[src/rtl/insn_encoder_if.sv]
// insn_encoder_if: field-bundle input, encoded-word output and address-load bus of the RV32I encoder.
interface insn_encoder_if #(parameter int width = 32);
    logic             in_valid;
    logic             in_ready;
    logic [2:0]       in_fmt;
    logic [6:0]       in_opcode;
    logic [4:0]       in_rd;
    logic [4:0]       in_rs1;
    logic [4:0]       in_rs2;
    logic [2:0]       in_funct3;
    logic [6:0]       in_funct7;
    logic [width-1:0] in_imm;
    logic             out_valid;
    logic             out_ready;
    logic [width-1:0] out_insn;
    logic [width-1:0] out_addr;
    logic             out_err;
    logic             addr_load;
    logic [width-1:0] addr_base;
    logic [7:0]       err_count;
    modport master (
        output in_valid, in_fmt, in_opcode, in_rd, in_rs1, in_rs2, in_funct3, in_funct7, in_imm,
        output out_ready, addr_load, addr_base,
        input  in_ready, out_valid, out_insn, out_addr, out_err, err_count
    );
    modport slave (
        input  in_valid, in_fmt, in_opcode, in_rd, in_rs1, in_rs2, in_funct3, in_funct7, in_imm,
        input  out_ready, addr_load, addr_base,
        output in_ready, out_valid, out_insn, out_addr, out_err, err_count
    );
endinterface

[src/rtl/insn_encoder.sv]
// insn_encoder: two-stage RV32I field packer; S1 registers fields and the legality check, S2 packs and holds.
module insn_encoder #(parameter int width = 32) (
    input logic clk,
    input logic rst,
    insn_encoder_if.slave bus
);
    localparam logic [2:0] fmt_r = 3'd0, fmt_i = 3'd1, fmt_s = 3'd2, fmt_b = 3'd3, fmt_u = 3'd4, fmt_j = 3'd5;
    localparam logic [31:0] nop = 32'h00000013;
    logic             s1_valid, s1_err;
    logic [2:0]       s1_fmt, s1_f3;
    logic [6:0]       s1_op, s1_f7;
    logic [4:0]       s1_rd, s1_rs1, s1_rs2;
    logic [width-1:0] s1_imm;
    logic             s2_load, hs, imm_ok, in_err;
    logic [width-1:0] imm, packed_insn;
    always_comb begin
        s2_load = !bus.out_valid || bus.out_ready;
        bus.in_ready = !rst && (!s1_valid || s2_load);
        hs = bus.out_valid && bus.out_ready;
        imm = bus.in_imm;
        // Range checks: the immediate must survive sign-extension from its encodable width.
        imm_ok = bus.in_fmt == fmt_r ? 1'b1 :
                 (bus.in_fmt == fmt_i || bus.in_fmt == fmt_s) ? imm == {{20{imm[11]}}, imm[11:0]} :
                 bus.in_fmt == fmt_b ? imm == {{19{imm[12]}}, imm[12:0]} && !imm[0] :
                 bus.in_fmt == fmt_u ? imm[11:0] == 12'd0 :
                 bus.in_fmt == fmt_j ? imm == {{11{imm[20]}}, imm[20:0]} && !imm[0] : 1'b0;
        in_err = !imm_ok || bus.in_opcode[1:0] != 2'b11;
        packed_insn = s1_err ? nop :
                      s1_fmt == fmt_r ? {s1_f7, s1_rs2, s1_rs1, s1_f3, s1_rd, s1_op} :
                      s1_fmt == fmt_i ? {s1_imm[11:0], s1_rs1, s1_f3, s1_rd, s1_op} :
                      s1_fmt == fmt_s ? {s1_imm[11:5], s1_rs2, s1_rs1, s1_f3, s1_imm[4:0], s1_op} :
                      s1_fmt == fmt_b ? {s1_imm[12], s1_imm[10:5], s1_rs2, s1_rs1, s1_f3, s1_imm[4:1], s1_imm[11], s1_op} :
                      s1_fmt == fmt_u ? {s1_imm[31:12], s1_rd, s1_op} :
                      {s1_imm[20], s1_imm[10:1], s1_imm[11], s1_imm[19:12], s1_rd, s1_op};
    end
    always_ff @(posedge clk or posedge rst) begin
        if (rst) begin
            s1_valid      <= 1'b0;
            s1_err        <= 1'b0;
            s1_fmt        <= '0;
            s1_op         <= '0;
            s1_rd         <= '0;
            s1_rs1        <= '0;
            s1_rs2        <= '0;
            s1_f3         <= '0;
            s1_f7         <= '0;
            s1_imm        <= '0;
            bus.out_valid <= 1'b0;
            bus.out_insn  <= '0;
            bus.out_err   <= 1'b0;
            bus.out_addr  <= '0;
            bus.err_count <= '0;
        end else begin
            if (bus.in_ready) begin
                s1_valid <= bus.in_valid;
                if (bus.in_valid) begin
                    s1_err <= in_err;
                    s1_fmt <= bus.in_fmt;
                    s1_op  <= bus.in_opcode;
                    s1_rd  <= bus.in_rd;
                    s1_rs1 <= bus.in_rs1;
                    s1_rs2 <= bus.in_rs2;
                    s1_f3  <= bus.in_funct3;
                    s1_f7  <= bus.in_funct7;
                    s1_imm <= bus.in_imm;
                end
            end
            if (s2_load) begin
                bus.out_valid <= s1_valid;
                if (s1_valid) begin
                    bus.out_insn <= packed_insn;
                    bus.out_err  <= s1_err;
                end
            end
            // A load on a handshake edge wins; the departing word already carried the old address.
            if (bus.addr_load)
                bus.out_addr <= {bus.addr_base[width-1:2], 2'b00};
            else if (hs)
                bus.out_addr <= bus.out_addr + width'(4);
            if (hs && bus.out_err && bus.err_count != 8'hff)
                bus.err_count <= bus.err_count + 8'd1;
        end
    end
endmodule

[src/flat_wrapper.sv]
// flat-port wrapper written by rule: the top's interface ports become plain ports
module insn_encoder_flat 
#(parameter int width = 32)
  (clk, rst, bus_in_valid, bus_in_fmt, bus_in_opcode, bus_in_rd, bus_in_rs1, bus_in_rs2, bus_in_funct3, bus_in_funct7, bus_in_imm, bus_out_ready, bus_addr_load, bus_addr_base, bus_in_ready, bus_out_valid, bus_out_insn, bus_out_addr, bus_out_err, bus_err_count);
  insn_encoder_if #(.width(width)) bus_i ();
  input logic clk;
  input logic rst;
  input wire logic [$bits(bus_i.in_valid)-1:0] bus_in_valid;
  input wire logic [$bits(bus_i.in_fmt)-1:0] bus_in_fmt;
  input wire logic [$bits(bus_i.in_opcode)-1:0] bus_in_opcode;
  input wire logic [$bits(bus_i.in_rd)-1:0] bus_in_rd;
  input wire logic [$bits(bus_i.in_rs1)-1:0] bus_in_rs1;
  input wire logic [$bits(bus_i.in_rs2)-1:0] bus_in_rs2;
  input wire logic [$bits(bus_i.in_funct3)-1:0] bus_in_funct3;
  input wire logic [$bits(bus_i.in_funct7)-1:0] bus_in_funct7;
  input wire logic [$bits(bus_i.in_imm)-1:0] bus_in_imm;
  input wire logic [$bits(bus_i.out_ready)-1:0] bus_out_ready;
  input wire logic [$bits(bus_i.addr_load)-1:0] bus_addr_load;
  input wire logic [$bits(bus_i.addr_base)-1:0] bus_addr_base;
  output wire logic [$bits(bus_i.in_ready)-1:0] bus_in_ready;
  output wire logic [$bits(bus_i.out_valid)-1:0] bus_out_valid;
  output wire logic [$bits(bus_i.out_insn)-1:0] bus_out_insn;
  output wire logic [$bits(bus_i.out_addr)-1:0] bus_out_addr;
  output wire logic [$bits(bus_i.out_err)-1:0] bus_out_err;
  output wire logic [$bits(bus_i.err_count)-1:0] bus_err_count;
  assign bus_i.in_valid = bus_in_valid;
  assign bus_i.in_fmt = bus_in_fmt;
  assign bus_i.in_opcode = bus_in_opcode;
  assign bus_i.in_rd = bus_in_rd;
  assign bus_i.in_rs1 = bus_in_rs1;
  assign bus_i.in_rs2 = bus_in_rs2;
  assign bus_i.in_funct3 = bus_in_funct3;
  assign bus_i.in_funct7 = bus_in_funct7;
  assign bus_i.in_imm = bus_in_imm;
  assign bus_i.out_ready = bus_out_ready;
  assign bus_i.addr_load = bus_addr_load;
  assign bus_i.addr_base = bus_addr_base;
  assign bus_in_ready = bus_i.in_ready;
  assign bus_out_valid = bus_i.out_valid;
  assign bus_out_insn = bus_i.out_insn;
  assign bus_out_addr = bus_i.out_addr;
  assign bus_out_err = bus_i.out_err;
  assign bus_err_count = bus_i.err_count;
  insn_encoder #(.width(width)) u_core (.clk(clk), .rst(rst), .bus(bus_i));
endmodule
[config.mk]
export PLATFORM = sky130hd
export DESIGN_NAME = insn_encoder_flat
export DESIGN_NICKNAME = d
export VERILOG_FILES = /design/src/rtl/insn_encoder_if.sv /design/src/rtl/insn_encoder.sv /design/src/flat_wrapper.sv
export SDC_FILE = /design/constraint.sdc
export NUM_CORES = 1
export LEC_CHECK = 0
export CORE_UTILIZATION = 49
export CTS_CLUSTER_SIZE = 28
export DETAILED_ROUTE_END_ITERATION = 16
export HOLD_SLACK_MARGIN = 0.02
export PLACE_DENSITY_LB_ADDON = 0.15
export SYNTH_ARGS = -nofsm -noshare
export SYNTH_HDL_FRONTEND = slang
export SYNTH_SLANG_ARGS = --single-unit
export TNS_END_PERCENT = 30
[constraint.sdc]
create_clock -name clk -period 5.7 [get_ports clk]
set_input_delay 0.855 -clock clk [delete_from_list [all_inputs] [get_ports clk]]
set_output_delay 0.855 -clock clk [all_outputs]
set_load 0.01 [all_outputs]
# Word level (Yosys, flattened, before mapping)
# Index checks and enable logic that the tools add are counted.
# totals
memories	0
mem_bits_rw	0
elab_cells	65
mem_bits_ro	0
out_inout_bits	75
in_bits	104
latchBits	0
reg_bits	143
# classes
n_mul	0
muxes	13
div_mod_pow	0
reduce_logical	21
magnitude_cmp	0
addsub	2
n_eq_ne	14
bitwise	0
n_shift	0
# ops
cell	n
2-to-1 mux 32 bit	8
adder 32 x 3 -> 32 bit (second input constant)	1
equality test 20 bit	1
equality test 19 bit	1
equality test 3 x 2 -> 1 bit (second input constant)	4
zero test 12 bit	1
equality test 11 bit	1
equality test 3 bit (second input constant)	3
adder 8 x 1 -> 8 bit (second input constant)	1
!= test 8 bit (second input constant)	1
equality test 3 x 1 -> 1 bit (second input constant)	2
logical AND 1 bit	6
zero test 3 bit	2
zero test 1 bit	5
2-to-1 mux 1 bit	5
logical OR 1 bit	4
AND reduction 2 bit	2
!= test 2 bit (second input constant)	1
nonzero test 2 bit	1

# Longest topological paths before layout
# logic_depth
ltp_word	9
mapped_depth	6
mapped_depth_nobuf	6

# Least setup slack after synthesis
# No wires, ideal clock.
# synth_timing
path_type	input port to flip-flop
startpoint	input port bus_in_imm[23]
endpoint	register u_core.s1_err
required_time_ns	5.575
setup_slack_ns	3.468
arrival_time_ns	2.107
stages	5
setup_ns	0.125
n_path_buf	0
path_cell_list	or4_4 > nor4b_4 > a22oi_1 > o32ai_1 > nor2_1
# synth_via
elab_chain_len	9
word_cells_on_any_way	12
cone_classes	3 x eq/ne; 5 x mux; 4 x reduce/logical
# synth_lines
element	line_no	text
from (decl)	flat_wrapper.sv:16	input wire logic [$bits(bus_i.in_imm)-1:0] bus_in_imm;
equality test 11 bit	insn_encoder.sv:26	bus.in_fmt == fmt_j ? imm == {{11{imm[20]}}, imm[20:0]} && !imm[0] : 1'b0;
logical AND 1 bit	insn_encoder.sv:26	
2-to-1 mux 1 bit	insn_encoder.sv:26	
2-to-1 mux 1 bit	insn_encoder.sv:25	bus.in_fmt == fmt_u ? imm[11:0] == 12'd0 :
2-to-1 mux 1 bit	insn_encoder.sv:24	bus.in_fmt == fmt_b ? imm == {{19{imm[12]}}, imm[12:0]} && !imm[0] :
2-to-1 mux 1 bit *	insn_encoder.sv:23	(bus.in_fmt == fmt_i || bus.in_fmt == fmt_s) ? imm == {{20{imm[11]}}, imm[11:0]} :
2-to-1 mux 1 bit *	insn_encoder.sv:22	imm_ok = bus.in_fmt == fmt_r ? 1'b1 :
zero test 1 bit *	insn_encoder.sv:27	in_err = !imm_ok || bus.in_opcode[1:0] != 2'b11;
logical OR 1 bit *	insn_encoder.sv:27	
to (signal assigned)	insn_encoder.sv:57	s1_err <= in_err;
to (decl)	insn_encoder.sv:9	logic s1_valid, s1_err;
# Every way passes the cells marked *; elsewhere a longest branch is shown, timed or not.
# A chain may end at the register's enable or synchronous reset.

# Final worst setup path
# layout_timing
startpoint	input port bus_out_ready
endpoint	output port bus_in_ready
# layout_via
elab_chain_len	3
# layout_lines
element	line_no	text
from (decl)	flat_wrapper.sv:17	input wire logic [$bits(bus_i.out_ready)-1:0] bus_out_ready;
logical OR 1 bit	insn_encoder.sv:17	s2_load = !bus.out_valid || bus.out_ready;
logical OR 1 bit	insn_encoder.sv:18	bus.in_ready = !rst && (!s1_valid || s2_load);
logical AND 1 bit	insn_encoder.sv:18	
to (decl)	flat_wrapper.sv:20	output wire logic [$bits(bus_i.in_ready)-1:0] bus_in_ready;
# No other way between the ends.

==> results.md <==
* Post-synthesis cell area at between 6000 and 7000 µm²
* Compound-Gate Fraction of Synth Area at 0.0906
* Post-Syn Instances at between 600 and 700
* Asr flop ratio synth at 1.00
* Remaining antenna violation count at 0
* Worst VDD drop at between 0.2 and 0.25 mV
* Num CTS Buffers at 17
* DR WL/cell at ~16 µm
* Most area-consuming cells after synthesis: dfrtp_1 (53%), mux2_2 (8.4%), nand2_1 (5.1%)
* CP max FO at 8
* Area Growth Syn to Fin at 36.5%
* Fraction of layout cells with a size suffix above 1 at 0.126
* Post-Route WL at between 15000 and 20000 µm
* First-pass GRT wire length at 25900 µm
* Vias per cell at 5.43
* Total power density per cell area at roughly 340 nW/µm²
* F_max at ~0.31 GHz
* Worst reg2reg path startpoint: u_core.bus.out_valid$_DFFE_PP0N_
* Kind of critical path: primary input to output pin
* Post-synthesis mux area share at 0.148
* Clock edge transition at the registers on the reported setup and hold paths at ~0.060 ns
* CP Capture Type: output pin
* Main flop type after synthesis: dfrtp_1
* RR Endpoint: u_core.bus.out_insn[20]$_DFFE_PP0P_
* Die H at 119 µm
* Max_cap viols at 0
* Pleak at 0.00379 µW
* Switch Pwr at about 870 µW
* Largest family of logic cells by synthesized area: simple AND/OR/NAND/NOR gates
* Synth top area share at 0.529
* RSZ-0062 raised after global routing: no
* Via Count at 5204
* Tmin final at about 3.2 ns
* Int Power at approximately 2200 µW
* Worst Hold Class: flop to flop
* Hold path cells at 2
* DRC Markers at 0
* Die boundary width at approximately 120 µm
* Initial DRC Count at roughly 370
* Fin Setup TNS at 0 ns
* Later-pin clock latency in the skew report at approximately 0.42 ns
* Most common cell in the netlist: dfrtp_1
* Top cells by count, synth: dfrtp_1 (141), nand2_1 (90), mux2_2 (50), o21ai_0 (31), o21ai_1 (26)
* Final setup vio count at 0
* GRT Util Overall at 0.235
* Syn avg cell area at between 10 and 15 µm²
* CP Data Required Time at approximately 4.9 ns
* Port bufs at approximately 170
* Reg power frac at 0.434
* Core area at 13200 µm²
* Seq/Total Area, Yosys at 0.529
* Worst-Margin Slew at roughly 0.96 ns
* Status: completed
* Ys Warns at 0
* Area leader, netlist: dfrtp_1
* Adder-Cell Fraction of Synth Area at 0.00375
* Non-Filler Instances at between 900 and 1000
* Clk root buf: clkbuf_16
* Combinational share of power at 0.222
* Vias in the first global route at 5171
* Critical Path Start Type: primary input
* Overall power at 3070 µW
* Initial core utilization at 0.504
* Max-slew violations at 0
* Final period util at 0.557
* Post-Synth Simple-Gate Area at 0.157
* Layout Nets at between 800 and 900
* Resize count post-CTS at 0
* Pin count of the biggest net entering global routing at 109
* Post-synth EDFFs at 0
* Yosys reg bits at between 100 and 150
* GP Congestion at approximately 0.84
* Min-Delay Endpoint: u_core.bus.out_insn[22]$_DFFE_PP0P_
* Clock Power Share at 0.345
* Net Sw Frac at 0.283
* Setup Skew at about 0.0067 ns
* R2R depth at 5
* Top-Level Pins at 179
* Yosys cell types at between 50 and 60
* Placed wire-length estimate at 11200 µm
* Initial antenna violation count at 0
* HP Start: u_core.bus.out_insn[22]$_DFFE_PP0P_
* DP Cell Count at just over 900
* CTS tree: done
* Gr ovfl total at 0
* Ant. Diodes at 0
* CP Data Arrival Time at 2.32 ns
* Slew headroom at 0.359
* Clk sinks at roughly 140
* Full die area at 14100 µm²
* Row cnt at 42
* XOR/XNOR Fraction of Synth Area at 0.0459
* Clock buffer depth at 2
* Reg2reg setup slack at around 3.6 ns
* Htree depth at 4
* Setup bufs post-CTS at 0
* Final Hold Fails at 0
* TritonRoute pass-1 iters at 4
* Post-CTS Hold Buffers at 0
==> cell usage in the layout, fill, tap and decap left out, types with 20 or more instances in the layout <==
cell type,Yosys,routed
clkdlybuf4s50_1,0,173
mux2_2,50,50
dfrtp_1,141,141
mux2i_1,22,22
xor2_1,20,20
o21ai_0,31,31
nand2_1,90,88
nand3_1,22,22
o21ai_1,26,26
==> area by class of cell <==
cell class,instances,area [µm²]
sequential,141,3530
timing repair buffer,177,1760
fill,1034,4140
tap,176,220
inverter,9,38.8
clock buffer,22,484
multi-input combinational,424,2990
clock inverter,10,87.6
==> logic make-up after synthesis <==
group / after synthesis
fa+ha+maj: 2
simple gates: 197
mux: 90
xor+xnor: 35
compound gates: 98
buf+inv: 41
flops: 141
other cells: 1
==> sequential cells by signal (all words and copies together), names as in the netlist, 5 cells and up <==
register	flops
u_core.s1_imm	32
u_core.bus.err_count	8
u_core.s1_rs2	5
u_core.s1_rd	5
u_core.bus.out_insn	32
u_core.bus.out_addr	30
u_core.s1_rs1	5
u_core.s1_op	7
u_core.s1_f7	7
==> worst max-delay path by stage <==
| stage | cells past startpoint | slack, ns | start | endpoint |
|---|---|---|---|---|
| after global routing | 4 | 2.50 | bus_out_ready | bus_in_ready |
| final | 4 | 2.52 | bus_out_ready | bus_in_ready |
| after detailed placement | 6 | 2.50 | bus_out_ready | u_core.bus.out_insn[20]$_DFFE_PP0P_ |
| after floorplan | 1 | 1.06 | rst | u_core.bus.err_count[0]$_DFFE_PP0P_ |
| after CTS | 4 | 2.52 | bus_out_ready | bus_in_ready |
| after global placement | 4 | 2.56 | bus_out_ready | bus_in_ready |
==> through the flow <==
step                 util  worst slack, ns  hold WS, ns  instance area, µm²
floorplan               -             1.06        0.450                6680
global placement    0.645             2.56        0.464                8540
detailed placement  0.645             2.50        0.467                8540
CTS                 0.688             2.52        0.480                9110
global route        0.688             2.50        0.499                9110
finish              0.688             2.52        0.477                9110
==> worst max-delay path: stages <==
cell             delay [ns]
clkdlybuf4s50_1        0.64
nor2b_1                0.10
a21oi_1                0.16
clkdlybuf4s50_1        0.56
==> layer usage <==
metal	global-route usage	share of wire	up-vias
met1	0.301	0.44	2536
li1	-	-	2485
met2	0.380	0.48	161
met3	0.0536	0.055	22
met5	0	0	-
met4	0.103	0.020	0
==> power by group through the flow <==
stage	registers, µW	clock network (µW)	logic [µW]
after floorplan	1330	0	355
after global placement	1340	0	669
after detailed placement	1350	0	686
after CTS	1330	1080	690
after global routing	1360	1120	746
final	1330	1060	681
No activity file was read; power rests on OpenSTA's default activity.
